File: config.mk
export PLATFORM = sky130hd
export DESIGN_NAME = lfsr_prbs_gen_flat
export DESIGN_NICKNAME = d
export VERILOG_FILES = /design/src/rtl/lfsr_prbs_gen_if.sv /design/src/rtl/lfsr_prbs_gen.sv /design/src/flat_wrapper.sv
export SDC_FILE = /design/constraint.sdc
export NUM_CORES = 1
export LEC_CHECK = 0
export ABC_AREA = 1
export BUFFER_PORTS_ARGS = -buffer_cell sky130_fd_sc_hd__buf_2
export CORE_MARGIN = 1.5
export CORE_UTILIZATION = 50
export CTS_BUF_LIST = sky130_fd_sc_hd__clkbuf_4 sky130_fd_sc_hd__clkbuf_8 sky130_fd_sc_hd__clkbuf_16
export CTS_CLUSTER_DIAMETER = 40
export CTS_CLUSTER_SIZE = 30
export DETAILED_ROUTE_END_ITERATION = 10
export PLACE_DENSITY = 0.85
export SYNTH_ARGS = -nofsm -noshare
export SYNTH_HDL_FRONTEND = slang
export SYNTH_SLANG_ARGS = --single-unit
File: constraint.sdc
create_clock -name clk -period 1.7 [get_ports clk]
set_input_delay 0.34 -clock clk [delete_from_list [all_inputs] [get_ports clk]]
set_output_delay 0.34 -clock clk [all_outputs]
set_load 0.01 [all_outputs]
File: src/rtl/lfsr_prbs_gen_if.sv
// Control/status bundle for lfsr_prbs_gen: the master side drives the advance
// and load controls, and the slave side (the generator) returns state, output bits and period tracking.
interface lfsr_prbs_gen_if #(
    parameter int WIDTH   = 16,
    parameter int STEP    = 1,
    parameter int COUNT_W = 32
);
    logic               en;
    logic               load;
    logic               mode;
    logic [WIDTH-1:0]   seed;
    logic [WIDTH-1:0]   q;
    logic [STEP-1:0]    bits;
    logic [COUNT_W-1:0] count;
    logic               wrap;
    logic               zero_seed;

    modport master (
        output en, load, mode, seed,
        input  q, bits, count, wrap, zero_seed
    );

    modport slave (
        input  en, load, mode, seed,
        output q, bits, count, wrap, zero_seed
    );
endinterface

File: src/rtl/lfsr_prbs_gen.sv
// Runtime Fibonacci/Galois LFSR with seed load, zero-seed guard, STEP-fold
// advance per enabled cycle and period tracking against the last start point.
module lfsr_prbs_gen #(
    parameter int               WIDTH    = 16,
    parameter logic [WIDTH-1:0] FIB_TAPS = WIDTH'(16'h002D),
    parameter logic [WIDTH-1:0] GAL_TAPS = WIDTH'(16'hB400),
    parameter int               STEP     = 1,
    parameter int               COUNT_W  = 32
) (
    input  logic          clk,
    input  logic          reset,
    lfsr_prbs_gen_if.slave bus
);

    logic [WIDTH-1:0]   q_q, q_d;
    logic [WIDTH-1:0]   start_q, start_d;
    logic [COUNT_W-1:0] count_q, count_d;
    logic [STEP-1:0]    bits_q, bits_d;
    logic               wrap_q, wrap_d;
    logic               zero_seed_q, zero_seed_d;

    logic [WIDTH-1:0]   adv_state;
    logic [STEP-1:0]    adv_bits;
    logic [WIDTH-1:0]   seed_fix;
    logic               seed_zero;

    function automatic logic [WIDTH-1:0] step1(input logic [WIDTH-1:0] s, input logic gal);
        logic [WIDTH-1:0] r;
        if (gal) r = {1'b0, s[WIDTH-1:1]} ^ (s[0] ? GAL_TAPS : '0);
        else     r = {^(s & FIB_TAPS), s[WIDTH-1:1]};
        return r;
    endfunction

    // Unrolled STEP single-steps; bit j is the LSB seen before step j.
    always_comb begin
        adv_state = q_q;
        adv_bits  = '0;
        for (int j = 0; j < STEP; j++) begin
            adv_bits[j] = adv_state[0];
            adv_state   = step1(adv_state, bus.mode);
        end
    end

    assign seed_zero = (bus.seed == '0);
    assign seed_fix  = seed_zero ? '1 : bus.seed;

    always_comb begin
        q_d         = q_q;
        start_d     = start_q;
        count_d     = count_q;
        bits_d      = bits_q;
        wrap_d      = 1'b0;
        zero_seed_d = 1'b0;
        if (bus.load) begin
            q_d         = seed_fix;
            start_d     = seed_fix;
            count_d     = '0;
            bits_d      = '0;
            zero_seed_d = seed_zero;
        end else if (bus.en) begin
            q_d    = adv_state;
            bits_d = adv_bits;
            if (adv_state == start_q) begin
                wrap_d  = 1'b1;
                count_d = '0;
            end else begin
                count_d = count_q + COUNT_W'(1);
            end
        end
    end

    always_ff @(posedge clk) begin
        if (reset) begin
            q_q         <= '1;
            start_q     <= '1;
            count_q     <= '0;
            bits_q      <= '0;
            wrap_q      <= 1'b0;
            zero_seed_q <= 1'b0;
        end else begin
            q_q         <= q_d;
            start_q     <= start_d;
            count_q     <= count_d;
            bits_q      <= bits_d;
            wrap_q      <= wrap_d;
            zero_seed_q <= zero_seed_d;
        end
    end

    assign bus.q         = q_q;
    assign bus.bits      = bits_q;
    assign bus.count     = count_q;
    assign bus.wrap      = wrap_q;
    assign bus.zero_seed = zero_seed_q;

endmodule

File: src/flat_wrapper.sv
// flat-port wrapper written by rule: the top's interface ports become plain ports
module lfsr_prbs_gen_flat 
#(
    parameter int               WIDTH    = 16,
    parameter logic [WIDTH-1:0] FIB_TAPS = WIDTH'(16'h002D),
    parameter logic [WIDTH-1:0] GAL_TAPS = WIDTH'(16'hB400),
    parameter int               STEP     = 1,
    parameter int               COUNT_W  = 32
)
  (clk, reset, bus_en, bus_load, bus_mode, bus_seed, bus_q, bus_bits, bus_count, bus_wrap, bus_zero_seed);
  lfsr_prbs_gen_if #(.WIDTH(WIDTH), .STEP(STEP), .COUNT_W(COUNT_W)) bus_i ();
  input  logic clk;
  input  logic reset;
  input wire logic [$bits(bus_i.en)-1:0] bus_en;
  input wire logic [$bits(bus_i.load)-1:0] bus_load;
  input wire logic [$bits(bus_i.mode)-1:0] bus_mode;
  input wire logic [$bits(bus_i.seed)-1:0] bus_seed;
  output wire logic [$bits(bus_i.q)-1:0] bus_q;
  output wire logic [$bits(bus_i.bits)-1:0] bus_bits;
  output wire logic [$bits(bus_i.count)-1:0] bus_count;
  output wire logic [$bits(bus_i.wrap)-1:0] bus_wrap;
  output wire logic [$bits(bus_i.zero_seed)-1:0] bus_zero_seed;
  assign bus_i.en = bus_en;
  assign bus_i.load = bus_load;
  assign bus_i.mode = bus_mode;
  assign bus_i.seed = bus_seed;
  assign bus_q = bus_i.q;
  assign bus_bits = bus_i.bits;
  assign bus_count = bus_i.count;
  assign bus_wrap = bus_i.wrap;
  assign bus_zero_seed = bus_i.zero_seed;
  lfsr_prbs_gen #(.WIDTH(WIDTH), .FIB_TAPS(FIB_TAPS), .GAL_TAPS(GAL_TAPS), .STEP(STEP), .COUNT_W(COUNT_W)) u_core (.clk(clk), .reset(reset), .bus(bus_i));
endmodule
==> summary by stage, run 1 <==
Status
The flow ran to the end, but the final reports show violations. The checks that failed: design-rule violations, negative setup slack.

Global routing
The via count of the first global-routing pass came to 3313. The first-pass GRT wire length is 15300 µm. Entering global routing, the biggest net connects 29 pins. The number of antenna violations at the first check in global routing is 0.

Global routing used 26.3% of the available tracks across all layers. The total overflow left after global routing is 0.

Setup path
The worst setup path is of the reg2reg kind. The startpoint identified for the worst register-to-register timing path is u_core.bus.count[1]$_SDFFE_PP0P_. The worst register-to-register path has a setup slack of -0.002 ns. The type of element capturing the critical path is a flip-flop. STA classifies the critical path startpoint as a flip-flop. The worst register-to-register path has a depth of 10.

For the worst setup path, the data required time is 1.97 ns. The top fanout value on the critical path is 4. The arrival time of data at the critical path endpoint is 1.97 ns. The reg-to-reg critical path endpoint is u_core.bus.count[20]$_SDFFE_PP0P_.

Die
Once the floorplan was initialized, standard cells occupied between 50 and 60% of the core. The overall die height is around 86 µm. The die is 85.7 µm wide.

The area inside the core boundary is between 6000 and 7000 µm². During I/O placement, the number of pins put on the boundary was about 70. After floorplanning, the core was divided into 29 placement rows. The die covers 7340 µm².

Routing
The via count of the routed design is approximately 3800. The number of design-rule violations left by the first detailed-router iteration is roughly 350. The via density per instance is approximately 5.7. The post-route antenna net violation count is 0. The detailed-route wire length per cell is 15.7 µm. The first-pass iteration count of the detailed router is 8. The wire length reported by the detailed router is between 10000 and 15000 µm.

After detailed routing, the number of remaining DRC violations is 5.

Timing
Setup repair after global routing could not meet its margin everywhere. The final critical-path share of the clock period is 100%. The sum of negative setup slack is -0.00213 ns. Timing would allow up to about 590 MHz.

At the pin with the least slew margin, the transition time is between 0.9 and 1 ns. The worst hold margin is approximately 0.27 ns. The number of hold violations in the final report was 0.

Between clock sinks in the finished design, the worst skew comes to 0.0138 ns. The max-slew violation count came to 0. The post-layout minimum cycle time is about 1.7 ns. The worst pin sits at a relative slew slack of 35.5%. The final worst-path setup slack is -0.00213 ns. The number of setup violations in the final report is 1.

Placed design
The detailed placer's ending HPWL is approximately 6300 µm. The count of buffers from port buffering is 71. The congestion estimate from routability-driven global placement came to between 0.8 and 0.9.

Synthesis
The yosys synthesis warning count is 0. The post-synthesis cell count is between 400 and 500. The post-synthesis sequential element count is 67. The number of nets handed over by synthesis was 505. Sequential elements use around two fifths of the synthesized area. Of all cell types, the one taking the most synthesized area is dfxtp_1. After synthesis, the cell types taking the most area are dfxtp_1 (39%), nand2_1 (14%), inv_1 (6.2%). The synthesized netlist contains 32 unique library cells. In this run the mean area of a mapped cell was 7.07 µm². Summing every instance area after synthesis gives 3420 µm². The share of synthesized area in the top cell type comes to between 30 and 40%.

Finish
The net count reported at finish is about 610. The area taken by multi-input logic gates is 1940 µm². The synthesis-to-finish area growth is 31.3%. The repair_antennas step left the layout with diodes totalling 0.

The ratio of cells with drive above 1 in the final layout is between 30 and 40%. The number of fill cells in the layout is 489. The sequential cell area in the final layout is around 1400 µm². In the layout the commonest cells are nand2_1 (111), buf_2 (71), inv_1 (50). Leaving out fill and tap cells, the most frequent cell in the layout is nand2_1.

CTS
The number of sinks on the clock net is 67. In this run, post-CTS hold repair placed 0 buffers. Counting along the longest clock path gives a buffer depth of 2.

The maximum level of the CTS H-tree is 3. The clock tree from TritonCTS is yes. The number of clock buffers inserted by TritonCTS is 9.

The library cell used as clock root buffer is clkbuf_8. After clock tree synthesis, the clock-pin slew on the worst setup and hold paths is around 0.090 ns. The clock latency reported for the late side of the worst-skew pair is about 0.37 ns.

Power and ir drop
Power spread over the standard cell area amounts to just under 800 nW/µm². For this design the static power due to leakage is 2.03 nW. The worst supply voltage drop on vdd is 0.576 mV.

Min path
The hold path startpoint is bus_seed[8]. Along the worst hold path, the cell count comes to 3. The worst hold endpoint is u_core.bus.q[8]$_SDFFE_PP1P_. The worst min-delay path category is in2reg.

Run
Max-cap violations in this run came to 0.
repair_timing:
action,4_1_cts,5_1_grt
buffers inserted,2,8
setup endpoints to repair,10,33
pin swaps,5,20
gates cloned,0,1
endpoints found under the hold margin,0,0
gates resized for setup,15,59
sequential cells by signal (all words and copies together) (netlist names):
name / cells
u_core.bus.bits: 1
u_core.bus.count: 32
u_core.bus.q: 16
u_core.bus.wrap: 1
u_core.bus.zero_seed: 1
u_core.start_q: 16
routing by layer:
| metal | vias up | track usage [%] | wire [µm] |
|---|---|---|---|
| met4 | 0 | 13.3 | 523 |
| met1 | 1752 | 32.5 | 3960 |
| met2 | 248 | 44.1 | 5130 |
| li1 | 1765 | - | - |
| met3 | 53 | 4.72 | 961 |
| met5 | - | 0 | 0 |
logic make-up after synthesis:
group | count (synthesis) | share of synthesized area, %
compound gates | 52 | 9.19
simple gates | 265 | 35.3
fa+ha+maj | 1 | 0.366
flops | 67 | 39.3
xor+xnor | 28 | 7.18
buf+inv | 70 | 8.68
power breakdown:
group	total, W	switching (W)	internal [W]
combinational	0.000470	0.000288	0.000183
clock	0.00137	0.000683	0.000686
sequential	0.00169	0.0000627	0.00163
cell usage after synthesis, drive strengths merged:
library cell and number:
o21ai 18, xor2 20, nor3b 1, o2111ai 1, and3 1, o211ai 8
nand4 13, buf 4, nor4 3, nor3 13, nand3 27, a221oi 8
a21oi 17, clkbuf 9, ha 1, xnor2 8, nand2 126, nor2 78
nand3b 1, inv 57, or2 1, dfxtp 67, and2 1
area by class of cell:
| type | instances | area share (%) |
|---|---|---|
| multi-input combinational | 347 | 43.3 |
| sequential | 67 | 30.9 |
| timing repair buffer | 109 | 14.4 |
| inverter | 57 | 4.77 |
| clock buffer | 9 | 2.76 |
| tap | 77 | 2.15 |
| clock inverter | 7 | 1.73 |
critical path: stages, from the launching register on:
cell     delay (ns)
dfxtp_4        0.38
ha_4           0.15
nand2_2        0.08
nor2_4         0.14
nand2_4        0.09
nor3_4         0.18
nand2_2        0.11
nor2_4         0.14
buf_4          0.14
xor2_2         0.15
nor2_2         0.06
stage by stage:
stage	std cells	instance area, µm²	utilization (%)	total power [W]	setup slack, ns
CTS	664	4260	65.9	0.00349	-0.00197
global placement	646	4000	61.9	0.00212	-0.171
floorplan	483	3420	-	0.00199	0.0251
detailed placement	646	4000	61.9	0.00214	-0.216
global route	673	4490	69.4	0.00366	-0.0636
finish	673	4490	69.4	0.00353	-0.00213
how the worst max path moves through the flow:
stage,cells past startpoint,endpoint,slack (ns),start
after detailed placement,5,u_core.bus.q[10]$_SDFFE_PP1P_,-0.22,bus_en
after floorplan,10,u_core.bus.count[24]$_SDFFE_PP0P_,0.03,u_core.bus.count[0]$_SDFFE_PP0P_
after global routing,11,u_core.bus.count[11]$_SDFFE_PP0P_,-0.06,u_core.bus.q[2]$_SDFFE_PP1P_
after CTS,11,u_core.bus.count[28]$_SDFFE_PP0P_,-0.002,u_core.bus.count[0]$_SDFFE_PP0P_
after global placement,5,u_core.bus.q[12]$_SDFFE_PP1P_,-0.17,bus_en
final,10,u_core.bus.count[20]$_SDFFE_PP0P_,-0.002,u_core.bus.count[1]$_SDFFE_PP0P_
Power figures use the tool's default switching activity.
==> inputs of run 2 (changes only) <==
CORE_MARGIN = 3   (was 1.5)
MAX_ROUTING_LAYER = met4   (was unset)
==> run 2 against run 1 <==
  * Utilization grew 0.094 points
  * Clock skew is 0.0038 ns lower
  * Sequential cell count did not move
  * Non-clock buffer count grew 4
  * Power increased by 4.0%
  * Highest routed layer unchanged
  * Worst hold slack better by 0.0086 ns
  * Combinational power shrank 2%
  * Wire length fell by 5.5%
  * Critical path depth unchanged
  * The flow now finishes without violations
  * Critical endpoint is now u_core.bus.count[7]$_SDFFE_PP0P_
==> summary by stage, run 2 (synthesized netlist as in run 1, its figures left out) <==
Status
The run finished with clean final reports.

Die
The floorplan row count came to 29 (unchanged). The number of top-level pins was 72 (unchanged). The die area is 7860 µm² (+7.1%).

The area inside the core boundary came to 6490 µm² (+0.56%). The die outline width came to 88.7 µm (+3.5%). The initial core utilization is 52.6% (-0.30 points). The overall die height is 88.7 µm (+3.5%).

Placed design
The detailed placer's ending HPWL is 6470 µm (+2.0%). The final weighted congestion in routability-driven placement was 0.923 (+4.8%). The number of placed cells counting well taps came to 648 (+0.31%). The count of buffers from port buffering is 71 (unchanged).

Power and ir drop
The worst supply voltage drop on vdd came to 0.659 mV (+14%). The power after layout is 0.00368 W (+4.0%). The leakage component of the power is 2.05 nW (+1.0%).

The power per standard cell area is 814 nW/µm² (+3.3%).

Routing
The via count of the routed design came to 3745 (-1.9%). The wire length reported by the detailed router was 9990 µm (-5.5%). The DRC violations left is 0 (-5).

The first-pass iteration count of the detailed router was 6 (-2). The via density per instance is 5.52 (-2.6%). The detailed-route wire length per cell is 14.7 µm (-6.2%). The post-route antenna net violation count is 0 (unchanged). The number of design-rule violations left by the first detailed-router iteration is 308 (-13%).

Global routing
The number of antenna violations at the first check in global routing was 0 (unchanged). The via count of the first global-routing pass is 3218 (-2.9%). The first-pass GRT wire length came to 14500 µm (-5.0%). The aggregate global-route resource usage came to 24.2% (-2.1 points). The maximum number of pins on one net before global-route repair is 29 (unchanged).

The overall overflow remaining after global route is 0 (unchanged).

CTS
The number of buffers added to fix hold violations after cts was 0 (unchanged). The number of clock buffers inserted by TritonCTS is 9 (unchanged). The number of sinks on the clock net was 67 (unchanged). The register clock-pin slew on the reported worst setup and hold paths came to 0.07 ns (-0.02 ns).

TritonCTS built the clock tree. The number of buffers on the longest clock path was 2 (unchanged). The clock latency reported for the late side of the worst-skew pair came to 0.35 ns (-0.02 ns).

The maximum level of the CTS H-tree is 3 (unchanged). The tree is rooted in a clkbuf_8.

Setup path
The critical path's largest stage delay came to 0.40 ns (+0.02 ns). The path length in cells of the critical path came to 10 (unchanged). The number of cell instances on the worst register-to-register path was 10 (unchanged).

The arrival time of data at the critical path endpoint came to 1.94 ns (-0.03 ns). The top fanout value on the critical path came to 4 (unchanged). In this run the critical register-to-register path is captured at u_core.bus.count[7]$_SDFFE_PP0P_.

The cell occurring most often along the worst timing path is nand2_1. The critical path data required time was 1.95 ns (-0.02 ns). The class of the most critical setup path is reg2reg. The origin of the critical flop-to-flop path is u_core.bus.q[13]$_SDFFE_PP1P_. The register-to-register setup slack came to 0.005 ns (about the same). The category of cells accounting for the largest share of critical-path delay is simple AND/OR/NAND/NOR gates. The worst setup path is captured at a flip-flop. Walking the worst path, the cells encountered are inv_1 -> nand3_1 -> nand2_1 -> nand2_1 -> nand4_1 -> nor2_4 -> nand3_4 -> buf_6 -> nand3_2 -> inv_2. The sort of element at the start of the critical path is a flip-flop. The slowest stage cell on the critical path is dfxtp_1. The worst path buffer plus inverter count is 3 (+2).

Min path
The hold path startpoint is bus_seed[10]. The worst hold endpoint is u_core.start_q[10]$_SDFFE_PP1P_. The worst min-delay path category is in2reg. The number of cells traversed by the worst hold path was 3 (unchanged).

Finish
The final non-filler cell total came to 678 (+0.74%). The ratio of cells with drive above 1 in the final layout is 34.6% (-1.3 points). The number of fill cells in the layout is 482 (-1.4%).

The synthesis-to-finish area growth is 32.2%. The library cells used most frequently in the layout, excluding fill and tap cells, are nand2_1 (116), buf_2 (71), inv_1 (52). The net count reported at finish is 618 (+0.82%). The number of flip-flops in the largest register is 32 (unchanged).

The count of antenna diodes in the layout is 0 (unchanged). The leading cell type in the layout, fill and taps excluded is nand2_1.

Timing
Setup repair after global routing could not meet its margin everywhere. The post-layout minimum cycle time is 1.70 ns (-0.00692 ns). The worst-margin pin slew was 0.902 ns (-0.0620 ns). The number of setup violations in the final report came to 0 (-1). The final critical-path share of the clock period is 99.7% (-0.41 points).

The worst clock skew came to 0.0100 ns (-0.00382 ns). The max-slew violation count is 0 (unchanged). The maximum frequency from static timing analysis is 590 MHz (+0.41%).

The number of hold violations in the final report came to 0 (unchanged). The worst relative slew slack is 39.7% (+4.1 points).

Run
The max-capacitance violation count is 0 (unchanged).
run 2: worst max-delay path by stage:
| stage | from | to |
|---|---|---|
| finish | u_core.bus.q[13]$_SDFFE_PP1P_ | u_core.bus.count[7]$_SDFFE_PP0P_ |
| CTS | u_core.bus.count[0]$_SDFFE_PP0P_ | u_core.bus.count[24]$_SDFFE_PP0P_ |
| floorplan | u_core.bus.count[0]$_SDFFE_PP0P_ | u_core.bus.count[24]$_SDFFE_PP0P_ |
| detailed placement | bus_en | u_core.bus.q[10]$_SDFFE_PP1P_ |
| global route | u_core.bus.q[5]$_SDFFE_PP1P_ | u_core.bus.count[11]$_SDFFE_PP0P_ |
| global placement | bus_en | u_core.bus.q[12]$_SDFFE_PP1P_ |
run 2: where the power goes:
group          leakage (nW)  switching, W  internal [W]
logic                  1.40      0.000281      0.000180
registers             0.549     0.0000652       0.00163
clock network         0.108      0.000650      0.000865
run 2: repair_timing:
| action | 4_1_cts | 5_1_grt |
|---|---|---|
| endpoints found under the setup margin | 8 | 34 |
| gates resized for setup | 7 | 55 |
| setup buffers | 1 | 11 |
| cloned | 0 | 2 |
| pin swaps | 1 | 20 |
run 2: per-stage QoR:
step	setup slack [ns]	area (µm²)	setup TNS (ns)	utilization, %	hold WS [ns]
after global placement	-0.163	4010	-0.485	61.7	0.474
after floorplan	0.0251	3420	0	-	0.446
after global routing	-0.0797	4520	-1.83	69.5	0.306
final	0.00479	4520	0	69.5	0.280
after CTS	-0.00286	4270	-0.00286	65.7	0.271
after detailed placement	-0.187	4010	-1.67	61.7	0.480
run 2: final cells by class:
cell class	count	area, µm²	area share (%)
multi-input combinational	348	1920	42.6
sequential	67	1380	30.5
timing repair buffer	113	678	15.0
inverter	57	214	4.74
clock buffer	10	138	3.05
tap	77	96.3	2.13
clock inverter	6	88.8	1.97
run 2: per-layer routing:
layer  global-route usage, %  wire length, µm  up-vias
met5                       -                0        -
met4                    10.9              403        0
met3                    3.72              835       43
met2                    38.9             4810      192
met1                    30.0             3950     1733
li1                        -                -     1777
run 2: worst register-to-register path, delay by kind of cell (launching register included):
family	cells	cell delay, ns
buffers and inverters	3	0.31
and+or+nand+nor	7	0.88
DFF	1	0.40
==> inputs of run 3 (changes only) <==
clock period = 2.05 ns   (was 1.7 ns; I/O delays follow)
==> run 3 against run 2 <==
  * Combinational power decreased by 29%
  * Sequential cell count did not move
  * Critical path depth rose by 1
  * Clock skew is 0.0020 ns lower
  * Sequential power shrank 18%
  * Fmax down 8.8%
  * Utilization decreased by 7.7 points
  * Sequential share of layout area up 2.9 points
  * Worst setup slack gained 0.19 ns
  * Highest routed layer unchanged
  * Power is 22% lower
  * Wire length is 15% lower
  * Final area fell by 11%
==> summary by stage, run 3 (synthesized netlist as in run 1, its figures left out) <==
Global routing
The via count of the first global-routing pass is 3030 (-5.8%). The aggregate global-route resource usage was 23.4% (-0.80 points). The first-pass GRT wire length is 14000 µm (-3.4%). The maximum number of pins on one net before global-route repair was 29 (unchanged). The number of antenna violations at the first check in global routing is 0 (unchanged). The overall overflow remaining after global route is 0 (unchanged).

Timing
The worst-margin pin slew was 1.02 ns (+0.115 ns). The worst relative slew slack is 32.0% (-7.7 points). The final critical-path share of the clock period was 90.7% (-9.0 points).

The worst clock skew is 0.00805 ns (-0.00196 ns). Setup repair after global routing left no endpoint under its margin. The post-layout minimum cycle time is 1.86 ns (+0.164 ns).

The maximum frequency from static timing analysis was 538 MHz (-8.8%). The final worst-path setup slack is 0.190 ns (+0.186 ns). The max-slew violation count is 0 (unchanged). The sum of negative setup slack is 0 ns (unchanged). The number of setup violations in the final report was 0 (unchanged). The number of hold violations in the final report is 0 (unchanged).

Routing
The detailed-route wire length per cell was 13.3 µm (-9.8%). The via density per instance is 5.27 (-4.6%). The wire length reported by the detailed router is 8460 µm (-15%). The first-pass iteration count of the detailed router is 4 (-2).

The number of design-rule violations left by the first detailed-router iteration came to 225 (-27%). The post-route antenna net violation count is 0 (unchanged). The DRC violations left is 0 (unchanged). The via count of the routed design is 3356 (-10%).

Finish
The count of antenna diodes in the layout is 0 (unchanged). The area taken by multi-input logic gates is 1780 µm² (-7.5%). The top cell types in the final layout, fill and taps aside, are nand2_1 (123), buf_2 (71), dfxtp_1 (67). The number of flip-flops in the largest register was 32 (unchanged).

The number of fill cells in the layout is 586 (+22%). The ratio of cells with drive above 1 in the final layout is 21.8% (-13 points). Leaving out fill and tap cells, the most frequent cell in the layout is nand2_1. The net count reported at finish came to 578 (-6.5%). From synthesis to final layout, the design area changed by 17.6%.

The sequential cell area in the final layout is 1340 µm² (-2.7%).

Setup path
In this run the worst setup path begins at u_core.bus.q[0]$_SDFFE_PP1P_. The register-to-register setup slack came to 0.19 ns (+0.19 ns). The endpoint identified for the worst register-to-register timing path is u_core.bus.count[29]$_SDFFE_PP0P_.

The number of cell instances on the worst register-to-register path is 11 (+1). The critical path data required time came to 2.28 ns (+0.33 ns). The worst setup path is launched from a flip-flop. In this run the critical register-to-register path is launched from u_core.bus.q[0]$_SDFFE_PP1P_. The type of element capturing the critical path is a flip-flop. The arrival time of data at the critical path endpoint is 2.09 ns (+0.15 ns). The top fanout value on the critical path is 28 (+24). The class of the most critical setup path is reg2reg. The most critical setup path has its endpoint at u_core.bus.count[29]$_SDFFE_PP0P_.

Power and ir drop
The leakage component of the power is 1.81 nW (-12%). The worst supply voltage drop on vdd is 0.430 mV (-35%). The power per standard cell area is 711 nW/µm² (-13%).

CTS
The number of sinks on the clock net is 67 (unchanged). The count of buffers added by post-CTS timing repair for setup was 0 (-1). TritonCTS built the clock tree.

The clock latency reported for the late side of the worst-skew pair was 0.35 ns (about the same). The number of clock buffers inserted by TritonCTS was 9 (unchanged). The number of buffers on the longest clock path is 2 (unchanged).

In this run the clock root is driven by a clkbuf_8. The maximum level of the CTS H-tree is 3 (unchanged). The register clock-pin slew on the reported worst setup and hold paths is 0.07 ns (about the same).

The number of gates resized after CTS is 0 (-7). The number of buffers added to fix hold violations after cts is 0 (unchanged).

Placed design
The count of buffers from port buffering is 71 (unchanged). The detailed placer's ending HPWL is 6270 µm (-3.2%). The final weighted congestion in routability-driven placement came to 0.914 (-0.96%). The post-placement setup slack is 0.192 ns (+0.379 ns).

Die
The initial core utilization is 52.6% (unchanged). The die outline width is 88.7 µm (unchanged). The area inside the core boundary is 6490 µm² (unchanged). The overall die height was 88.7 µm (unchanged).

The die area is 7860 µm² (unchanged). The floorplan row count was 29 (unchanged). The number of top-level pins is 72 (unchanged).

Run
The max-capacitance violation count came to 0 (unchanged).

Min path
The number of cells traversed by the worst hold path is 3 (unchanged). The tightest min-delay check is of the in2reg type. The hold path startpoint is bus_seed[12].

Status
The flow ran to the end, and the final reports show no timing, DRC or antenna violations.
## run 3: changes by cell type in the layout (fill, tap and decap cells not counted), sizes merged
| cell | previous run | this run |
|---|---|---|
| nand2 | 128 | 126 |
| buf | 113 | 75 |
| bufinv | 2 | 1 |
| clkinv | 2 | 1 |
| clkbuf | 10 | 11 |
## run 3: report_power, final
group / total, W / switching [W] / internal, W
logic: 0.000326 / 0.000204 / 0.000123
clock network: 0.00113 / 0.000507 / 0.000619
registers: 0.00140 / 0.0000513 / 0.00135
total: 0.00286 / 0.000761 / 0.00209
## run 3: metrics by stage
| stage | cells | total power [W] | util (%) | hold slack [ns] | area [µm²] |
|---|---|---|---|---|---|
| floorplan | 483 | 0.00165 | - | 0.456 | 3420 |
| global placement | 622 | 0.00174 | 58.7 | 0.473 | 3810 |
| detailed placement | 622 | 0.00176 | 58.7 | 0.480 | 3810 |
| CTS | 637 | 0.00287 | 61.8 | 0.352 | 4020 |
| global route | 637 | 0.00298 | 61.8 | 0.375 | 4020 |
| finish | 637 | 0.00286 | 61.8 | 0.364 | 4020 |
## run 3: per-layer routing
| metal | wire (µm) | track usage (%) |
|---|---|---|
| met5 | 0 | - |
| met4 | 131 | 10.2 |
| met3 | 481 | 3.91 |
| met2 | 4010 | 35.9 |
| met1 | 3840 | 30.3 |
## run 3: worst max-delay path: stages, from the launching register on
cell     delay [ns]
dfxtp_1        0.50
nand2_2        0.15
nand2_2        0.10
nand2_1        0.05
nand2_1        0.05
nand2_1        0.06
nor2_1         0.11
nand3_1        0.13
nor2_4         0.13
nand3_4        0.13
nand2_8        0.23
nor2_1         0.08
## run 3: layout make-up
class,instances,share of cell area (%)
tap,77,2.40
clock inverter,4,1.25
timing repair buffer,75,9.60
multi-input combinational,346,44.3
sequential,67,33.4
clock buffer,11,3.77
inverter,57,5.33
## run 3: worst min-delay path by stage
stage / endpoint / slack [ns]
3_5_place_dp: u_core.start_q[5]$_SDFFE_PP1P_ / 0.48
2_1_floorplan: u_core.start_q[13]$_SDFFE_PP1P_ / 0.46
4_1_cts: u_core.start_q[12]$_SDFFE_PP1P_ / 0.35
6_report: u_core.start_q[12]$_SDFFE_PP1P_ / 0.36
5_1_grt: u_core.start_q[10]$_SDFFE_PP1P_ / 0.38
3_3_place_gp: u_core.start_q[9]$_SDFFE_PP1P_ / 0.47
